$ cat src/rtl/o_buf_drain.sv
// Drains the output accumulation buffer: sweeps addresses, applies ReLU / rounding shift /
// saturation, streams results through a small FIFO and optionally re-seeds entries with a bias.
module o_buf_drain #(
  parameter int unsigned Width     = 32,
  parameter int unsigned Depth     = 8,
  parameter int unsigned OutWidth  = 8,
  parameter int unsigned FifoDepth = 2
) (
  input  logic                       clk_i,
  input  logic                       rst_i,
  input  logic                       start_i,
  input  logic [$clog2(Depth):0]     len_i,
  input  logic [4:0]                 shift_i,
  input  logic                       relu_en_i,
  input  logic                       reinit_en_i,
  input  logic [Width-1:0]           bias_i,
  output logic                       busy_o,
  output logic                       done_o,
  output logic [$clog2(Depth)-1:0]   raddr_o,
  input  logic [Width-1:0]           rdata_i,
  output logic [Width-1:0]           cdata_o,
  output logic                       cw_vo,
  output logic [OutWidth-1:0]        out_data_o,
  output logic                       out_valid_o,
  input  logic                       out_ready_i
);

  localparam int unsigned AddrW = $clog2(Depth);
  localparam int unsigned LenW  = AddrW + 1;
  localparam int unsigned PtrW  = (FifoDepth > 1) ? $clog2(FifoDepth) : 1;
  localparam int unsigned CntW  = $clog2(FifoDepth + 1);

  localparam logic signed [Width:0] SatMax = (Width+1)'((2 ** (OutWidth - 1)) - 1);
  localparam logic signed [Width:0] SatMin = ~SatMax;

  typedef enum logic [1:0] {StIdle, StRun, StDrain} state_e;

  state_e               state_q, state_d;
  logic [LenW-1:0]      cnt_q, cnt_d;
  logic [LenW-1:0]      len_q;
  logic [AddrW-1:0]     raddr_q;
  logic [4:0]           shift_q;
  logic                 relu_q;
  logic                 reinit_q;
  logic [Width-1:0]     bias_q;
  logic                 inflight_q;
  logic                 done_q, done_d;
  logic                 latch_cfg;

  logic [OutWidth-1:0]  fifo_q [FifoDepth];
  logic [PtrW-1:0]      rd_ptr_q, wr_ptr_q;
  logic [CntW-1:0]      fifo_cnt_q;

  logic                 issue;
  logic                 push;
  logic                 pop;
  logic [CntW:0]        occ;

  logic signed [Width-1:0] relu_v;
  logic signed [Width:0]   ext_v;
  logic signed [Width:0]   rnd_v;
  logic signed [Width:0]   shr_v;
  logic [OutWidth-1:0]     proc_v;

  function automatic logic [PtrW-1:0] ptr_inc(input logic [PtrW-1:0] p);
    return (p == PtrW'(FifoDepth - 1)) ? '0 : p + 1'b1;
  endfunction

  assign out_valid_o = (fifo_cnt_q != '0);
  assign out_data_o  = fifo_q[rd_ptr_q];
  assign pop         = out_valid_o & out_ready_i;
  assign push        = inflight_q;

  // Slots already committed (stored + returning) minus the one leaving this cycle.
  assign occ   = {1'b0, fifo_cnt_q} + {{CntW{1'b0}}, inflight_q} - {{CntW{1'b0}}, pop};
  assign issue = (state_q == StRun) && (occ < (CntW+1)'(FifoDepth));

  assign raddr_o = issue ? cnt_q[AddrW-1:0] : raddr_q;
  assign cw_vo   = issue & reinit_q;
  assign cdata_o = bias_q;
  assign busy_o  = (state_q != StIdle);
  assign done_o  = done_q;

  always_comb begin
    state_d   = state_q;
    cnt_d     = cnt_q;
    done_d    = 1'b0;
    latch_cfg = 1'b0;
    unique case (state_q)
      StIdle: begin
        if (start_i) begin
          if (len_i == '0) begin
            done_d = 1'b1;
          end else begin
            state_d   = StRun;
            cnt_d     = '0;
            latch_cfg = 1'b1;
          end
        end
      end
      StRun: begin
        if (issue) begin
          cnt_d = cnt_q + LenW'(1);
          if (cnt_q + LenW'(1) == len_q) state_d = StDrain;
        end
      end
      StDrain: begin
        if (!inflight_q && (fifo_cnt_q == '0)) begin
          state_d = StIdle;
          done_d  = 1'b1;
        end
      end
      default: state_d = StIdle;
    endcase
  end

  // Post-processing of the returning word; the extra bit keeps the rounding add exact.
  always_comb begin
    relu_v = $signed(rdata_i);
    if (relu_q && (relu_v < 0)) relu_v = '0;
    ext_v = {relu_v[Width-1], relu_v};
    rnd_v = '0;
    shr_v = ext_v;
    if (shift_q != 5'd0) begin
      rnd_v = $signed((Width+1)'(1) << (shift_q - 5'd1));
      shr_v = (ext_v + rnd_v) >>> shift_q;
    end
    if (shr_v > SatMax) begin
      proc_v = SatMax[OutWidth-1:0];
    end else if (shr_v < SatMin) begin
      proc_v = SatMin[OutWidth-1:0];
    end else begin
      proc_v = shr_v[OutWidth-1:0];
    end
  end

  always_ff @(posedge clk_i) begin
    if (rst_i) begin
      state_q    <= StIdle;
      cnt_q      <= '0;
      len_q      <= '0;
      raddr_q    <= '0;
      shift_q    <= '0;
      relu_q     <= 1'b0;
      reinit_q   <= 1'b0;
      bias_q     <= '0;
      inflight_q <= 1'b0;
      done_q     <= 1'b0;
      rd_ptr_q   <= '0;
      wr_ptr_q   <= '0;
      fifo_cnt_q <= '0;
      for (int i = 0; i < int'(FifoDepth); i++) fifo_q[i] <= '0;
    end else begin
      state_q    <= state_d;
      cnt_q      <= cnt_d;
      done_q     <= done_d;
      inflight_q <= issue;
      raddr_q    <= raddr_o;
      if (latch_cfg) begin
        len_q    <= len_i;
        shift_q  <= shift_i;
        relu_q   <= relu_en_i;
        reinit_q <= reinit_en_i;
        bias_q   <= bias_i;
      end
      if (push) begin
        fifo_q[wr_ptr_q] <= proc_v;
        wr_ptr_q         <= ptr_inc(wr_ptr_q);
      end
      if (pop) rd_ptr_q <= ptr_inc(rd_ptr_q);
      unique case ({push, pop})
        2'b10:   fifo_cnt_q <= fifo_cnt_q + CntW'(1);
        2'b01:   fifo_cnt_q <= fifo_cnt_q - CntW'(1);
        default: fifo_cnt_q <= fifo_cnt_q;
      endcase
    end
  end

endmodule

$ cat config.mk
export PLATFORM = sky130hd
export DESIGN_NAME = o_buf_drain
export DESIGN_NICKNAME = d
export VERILOG_FILES = /design/src/rtl/o_buf_drain.sv
export SDC_FILE = /design/constraint.sdc
export NUM_CORES = 1
export LEC_CHECK = 0
export CAP_MARGIN = 5
export CORE_ASPECT_RATIO = 1.2
export CORE_MARGIN = 5
export CORE_UTILIZATION = 52
export DETAILED_ROUTE_END_ITERATION = 16
export PLACE_DENSITY = 0.84
export SLEW_MARGIN = 5
export SYNTH_ARGS = -nofsm -noshare
export SYNTH_HDL_FRONTEND = slang
export SYNTH_SLANG_ARGS = --single-unit
$ cat constraint.sdc
create_clock -name clk_i -period 5.83 [get_ports clk_i]
set_input_delay 0.8745 -clock clk_i [delete_from_list [all_inputs] [get_ports clk_i]]
set_output_delay 0.8745 -clock clk_i [all_outputs]
set_load 0.005 [all_outputs]
; ---- After elaboration in Yosys (flattened, before gate mapping)
; Memory sizes are Yosys's and may differ from the RTL's. A register that Yosys moved wholly into a read port is not among the register bits.
; Index checks and enable logic that the tools add are counted.
[classes]
addsub = 9
order_cmp = 4
n_eq_ne = 10
n_shift = 2
mux = 35
bitwise = 2
n_reduce_logical = 15
[op_table]
columns = operator, n
row1 = adder 32 x 33 -> 33 bit, 1
row2 = "> comparator 33 x 8 -> 1 bit, second input constant", 1
row3 = "less-than comparator 33 x 8 -> 1 bit, second input constant", 1
row4 = 2-to-1 mux 33 bit, 1
row5 = "left shift 1 x 5 -> 33 bit, first input constant", 1
row6 = >>> shifter 33 x 5 -> 33 bit, 1
row7 = "less-than comparator 32 x 1 -> 1 bit, second input constant", 1
row8 = 2-to-1 mux 32 bit, 1
row9 = 2-to-1 mux 8 bit, 3
row10 = 2-to-1 mux 1 bit, 17
row11 = 2-to-1 mux 4 bit, 3
row12 = 2-to-1 mux 2 bit, 5
row13 = "!= test 2 bit, second input constant", 4
row14 = one-hot mux 4 bit (2 select lines), 1
row15 = nonzero test 2 bit, 4
row16 = OR reduction 8 bit, 1
row17 = one-hot mux 2 bit (3 select lines), 1
row18 = AND reduction 5 bit, 1
row19 = nonzero test 5 bit, 1
row20 = "subtractor 5 x 1 -> 5 bit, second input constant", 1
row21 = "adder 4 x 1 -> 4 bit, second input constant", 1
row22 = "== test 2 x 1 -> 1 bit, second input constant", 2
row23 = "== test 2 bit, second input constant", 2
row24 = == test 4 bit, 1
row25 = other kinds (16), 21
[word_totals]
ff_bits = 58
ram_bits = 16
in_bits = 79
out_inout_bits = 47
word_cells = 91
memories = 1
[mem_list]
columns = name, words, word_bits, read_ports, rd_clocked_by_memory_dff, write_ports, line
row1 = fifo_q, 2, 8, 1, 1, 2, 50  ; logic [OutWidth-1:0] fifo_q [FifoDepth];

; ---- Depth between registers and ports, before layout
[logic_depth]
depth_word = 10
ltp_mapped = 24
mapped_depth_nobuf = 20

; ---- Least setup slack after synthesis
; No wires, ideal clock.
[synth_timing]
path_type = register to register
start = register shift_q[2]
end = memory fifo_q[1][0], data pin
arrival_ps = 5313
setup_slack_ps = 239
stages_incl_launch_ff = 23
n_path_buf = 7
synth_period_minus_slack_ps = 5591
cell_sequence = dfxtp_1 > clkbuf_1 > clkbuf_1 > clkbuf_1 > buf_1 > clkbuf_1 > nand3_1 > nor2_1 > ha_1 > clkbuf_1 > a211oi_1 > o21bai_1 > nor4b_1 > a211oi_2 > a32o_1 > or3_1 > buf_2 > mux2_2 > o211a_1 > nor4_1 > nand4b_1 > o31ai_4 > a21oi_1
[synth_rtl]
columns = item, line
row1 = start: declaration, 42  ; logic [4:0] shift_q;
row2 = start signal: assignment, 161  ; shift_q <= shift_i;
row3 = end: declaration, 50

==> impl_metrics.tcl <==
set metrics [dict create \
    slew_viol_final 0 \
    power_mw 2.660 \
    fp-row-count 53 \
    fin_skew_ns 0.008585 \
    setup_tns_ns -0.2135 \
    antennaDiodeCount 0 \
    start_util_pct 52.34 \
    period_needed_ns 5.875 \
    synth_seq_cells 75 \
    place_congestion 1.200 \
    timing.final.ws_setup_ns -0.04483 \
    syn_avg_cell_area_sq_um 6.926 \
    timing.hold.ws_ns 0.4551 \
    syn_nets 1429 \
    firstDrtPassIters 12 \
    timing.final.crit_share_pct 100.8 \
    r2r_end "fifo_q[0][4]" \
    grt_max_degree 66 \
    reg2reg_depth 18 \
    top_usage_layer "met2" \
    port_buffers 125 \
    cp-end-kind "flip-flop" \
    grt_pass1_wl_mm 70.01 \
    drtAntennaViolNets 0 \
    core_sq_um 17370 \
    synth-compound-area-share_pct 34.74 \
    crit_chain "clkdlybuf4s50_1 > nand2_4 > buf_8 > and2_1 > ha_1 > o211ai_1 > a21oi_4 > a2bb2oi_4 > a211o_4 > a21oi_2 > mux2i_1 > a211oi_1 > buf_4 > o221a_1 > o22a_1 > or4_4 > nor3_4 > nand2_1 > o211ai_1" \
    slowest_stage "or4_4" \
    synth_xor_area_share_pct 3.275 \
    synth-adder-area-share_pct 5.256 \
    ys_warn_count 0 \
    grt_pass1_vias 12780 \
    grtUsageTotal_pct 44.58 \
    cts_buffers 9 \
    synth_edf_count 16 \
    fmax_mhz 170.2 \
    clk_pin_slew_worst_paths_ns 0.07 \
    cts_tree "built" \
    die_h_um 154.9 \
    final_nets 1824 \
    r2r_start "shift_q[4]" \
    drive_gt1_share_pct 28.72 \
    min_from "cdata_o[8]" \
    worst_pin_slew_ns 0.8207 \
    use_met2_pct 70.42 \
    cts_buffer_depth 2 \
    cp_slowest_stage_delay_ns 0.56 \
    crit_fanout 25 \
    yosysTopAreaCell "dfxtp_1" \
    place_inst 1910 \
    synth_area_leaders "dfxtp_1 (13%), nand2_1 (9.1%), a21oi_1 (7.5%)" \
    max-cap-violations 0 \
    antenna_found_initial 0 \
    synthMuxAreaShare_pct 4.430 \
    synth_cell_type_count 96 \
    cp-start-kind "input port" \
    rrSetupSlack_ns 0.15 \
    dp_hpwl_mm 35.14 \
    hold-path-endpoint "cdata_o[8]" \
    place_area_sq_um 12840 \
    root_buffer "clkbuf_16" \
    synthCells 1313 \
    met1_usage_pct 51.19 \
    clock_latency_ns 0.34 \
    rsz0062_at_grt "yes" \
    fin_util_pct 78.55 \
    powerDensity_nw_per_um2 194.9 \
    setup_violations 11 \
    fin_area_sq_um 13650 \
    max_slew_margin_pct 45.29 \
    yosys.area_share.simple_pct 28.89 \
    yosysSeqAreaShare_pct 18.27 \
    synth_top_area_share_pct 12.99 \
    vdd_drop_max_mv 0.2730 \
    vias_per_cell 6.846 \
    final_hold_viol_count 0 \
    holdCritPathClass "flip-flop to flip-flop" \
    drcViolationCount 0 \
    die_w_um 130.7 \
    synth_top_flop_cell "dfxtp_1" \
    leakagePower_nw 5.656 \
    status "complete, but fails checks" \
    drt_iter0_drc 1993 \
    fin_cells 1933 \
    cts.sinks 75 \
    ios 126 \
    routed_wl_mm 47.05 \
    pre_cts_ws_ns -0.5894 \
    wl_per_cell_um 24.34 \
    synth_top_family_by_area "compound AO/OA/AOI/OAI gates" \
    violations "setup timing" \
    overflow 0 \
    met3_usage_pct 12.43 \
    syn-cell-area_sq_um 9094 \
    cp_common_cell "o211ai_1" \
    die_area_sq_um 20240 \
    vias 13230 \
    synthArstFlopShare_pct 0 \
    worstPathRequired_ns 5.99 \
    min_path_cells 2 \
    syn2layout_area_growth_pct 50.08 \
    htreeDepth 3 \
    crit_arrival_ns 6.03 \
    path_class "input port to flip-flop" \
]
cell families (layout without fill, tap and decap cells):
kind of cell,after synthesis,after routing
XOR/XNOR,34,34
adder cells (fa/ha/maj),37,37
buffers and inverters,113,513
AND/OR/NAND/NOR,563,563
multiplexers,35,35
flip-flops,75,75
AO/OA/AOI/OAI,456,456
flip-flops by register name, indices dropped and copies added, names as in the netlist, named ones only:
register / cells
done_o: 1
reinit_q: 1
rd_ptr_q: 1
wr_ptr_q: 1
relu_q: 1
shift_q: 5
fifo_cnt_q: 2
fifo_q: 16
cnt_q: 4
inflight_q: 1
cdata_o: 32
len_q: 4
raddr_q: 3
state_q: 2
layout make-up:
class	instances	area [sq um]
Timing Repair Buffer	470	3897
Multi-Input combinational cell	1125	7398
Clock buffer	11	254.0
Inverter	27	101.3
Sequential cell	75	1662
Tap cell	220	275.3
Clock inverter	5	60.06
Fill cell	1256	3726
timing repair:
action,CTS,global route
buffers inserted,1,6
hold buffers,0,0
resized for setup,16,84
endpoints found under the setup margin,14,14
pin swaps,4,19
gates cloned,0,0
layout by cell type (no fill, tap or decap), types with 16 or more instances in the layout:
cell type,instances
edfxtp_1,16
nor2_1,126
o21ai_0,43
and2_1,39
inv_1,24
mux2i_1,19
nand3_1,20
nor3_1,27
buf_4,339
a21oi_1,125
nand2_1,218
dfxtp_1,59
ha_1,26
a21oi_2,16
o21ai_1,20
clkdlybuf4s50_1,124
nand4_1,36
o211ai_1,30
xnor2_1,17
per-layer routing:
metal  up-vias  share of wire [%]
met5         -              0.053
met4         2                9.7
met3       375                 13
met2      1149                 44
met1      5986                 33
li1       5721                  -
critical path: cells and delay by family:
family | cells | cell delay, ns
AOI/OAI and AO/OA | 9 | 2.16
adders and majority gates | 1 | 0.34
buffers and inverters | 3 | 0.92
muxes | 1 | 0.36
and+or+nand+nor | 5 | 1.34
Yosys cell counts (all sizes together) (25+ instances only):
master  count
a21oi     143
nand3      25
buf        32
and2       39
o21ai      70
a211oi     25
nor2      133
ha         35
clkbuf     54
o211ai     30
dfxtp      59
nor3       33
nand2     221
nand4      36
inv        25
worst max path at each step:
stage	end	from	slack (ns)	cells past startpoint
floorplan	fifo_q[1][0]	shift_q[2]	0.24	22
global placement	fifo_q[1][2]	rdata_i[31]	-0.51	18
detailed placement	fifo_q[1][6]	rdata_i[31]	-0.59	18
CTS	fifo_q[1][6]	rdata_i[31]	0.003	21
global route	fifo_q[0][4]	rdata_i[31]	-0.17	21
finish	fifo_q[0][4]	rdata_i[31]	-0.04	19
power by group:
group / switching [mW] / internal [mW] / total, mW
Clock: 0.226 / 0.359 / 0.585
Combinational: 0.819 / 0.642 / 1.46
Sequential: 0.0381 / 0.575 / 0.613
Note: power is estimated with default switching activity, not from simulation.
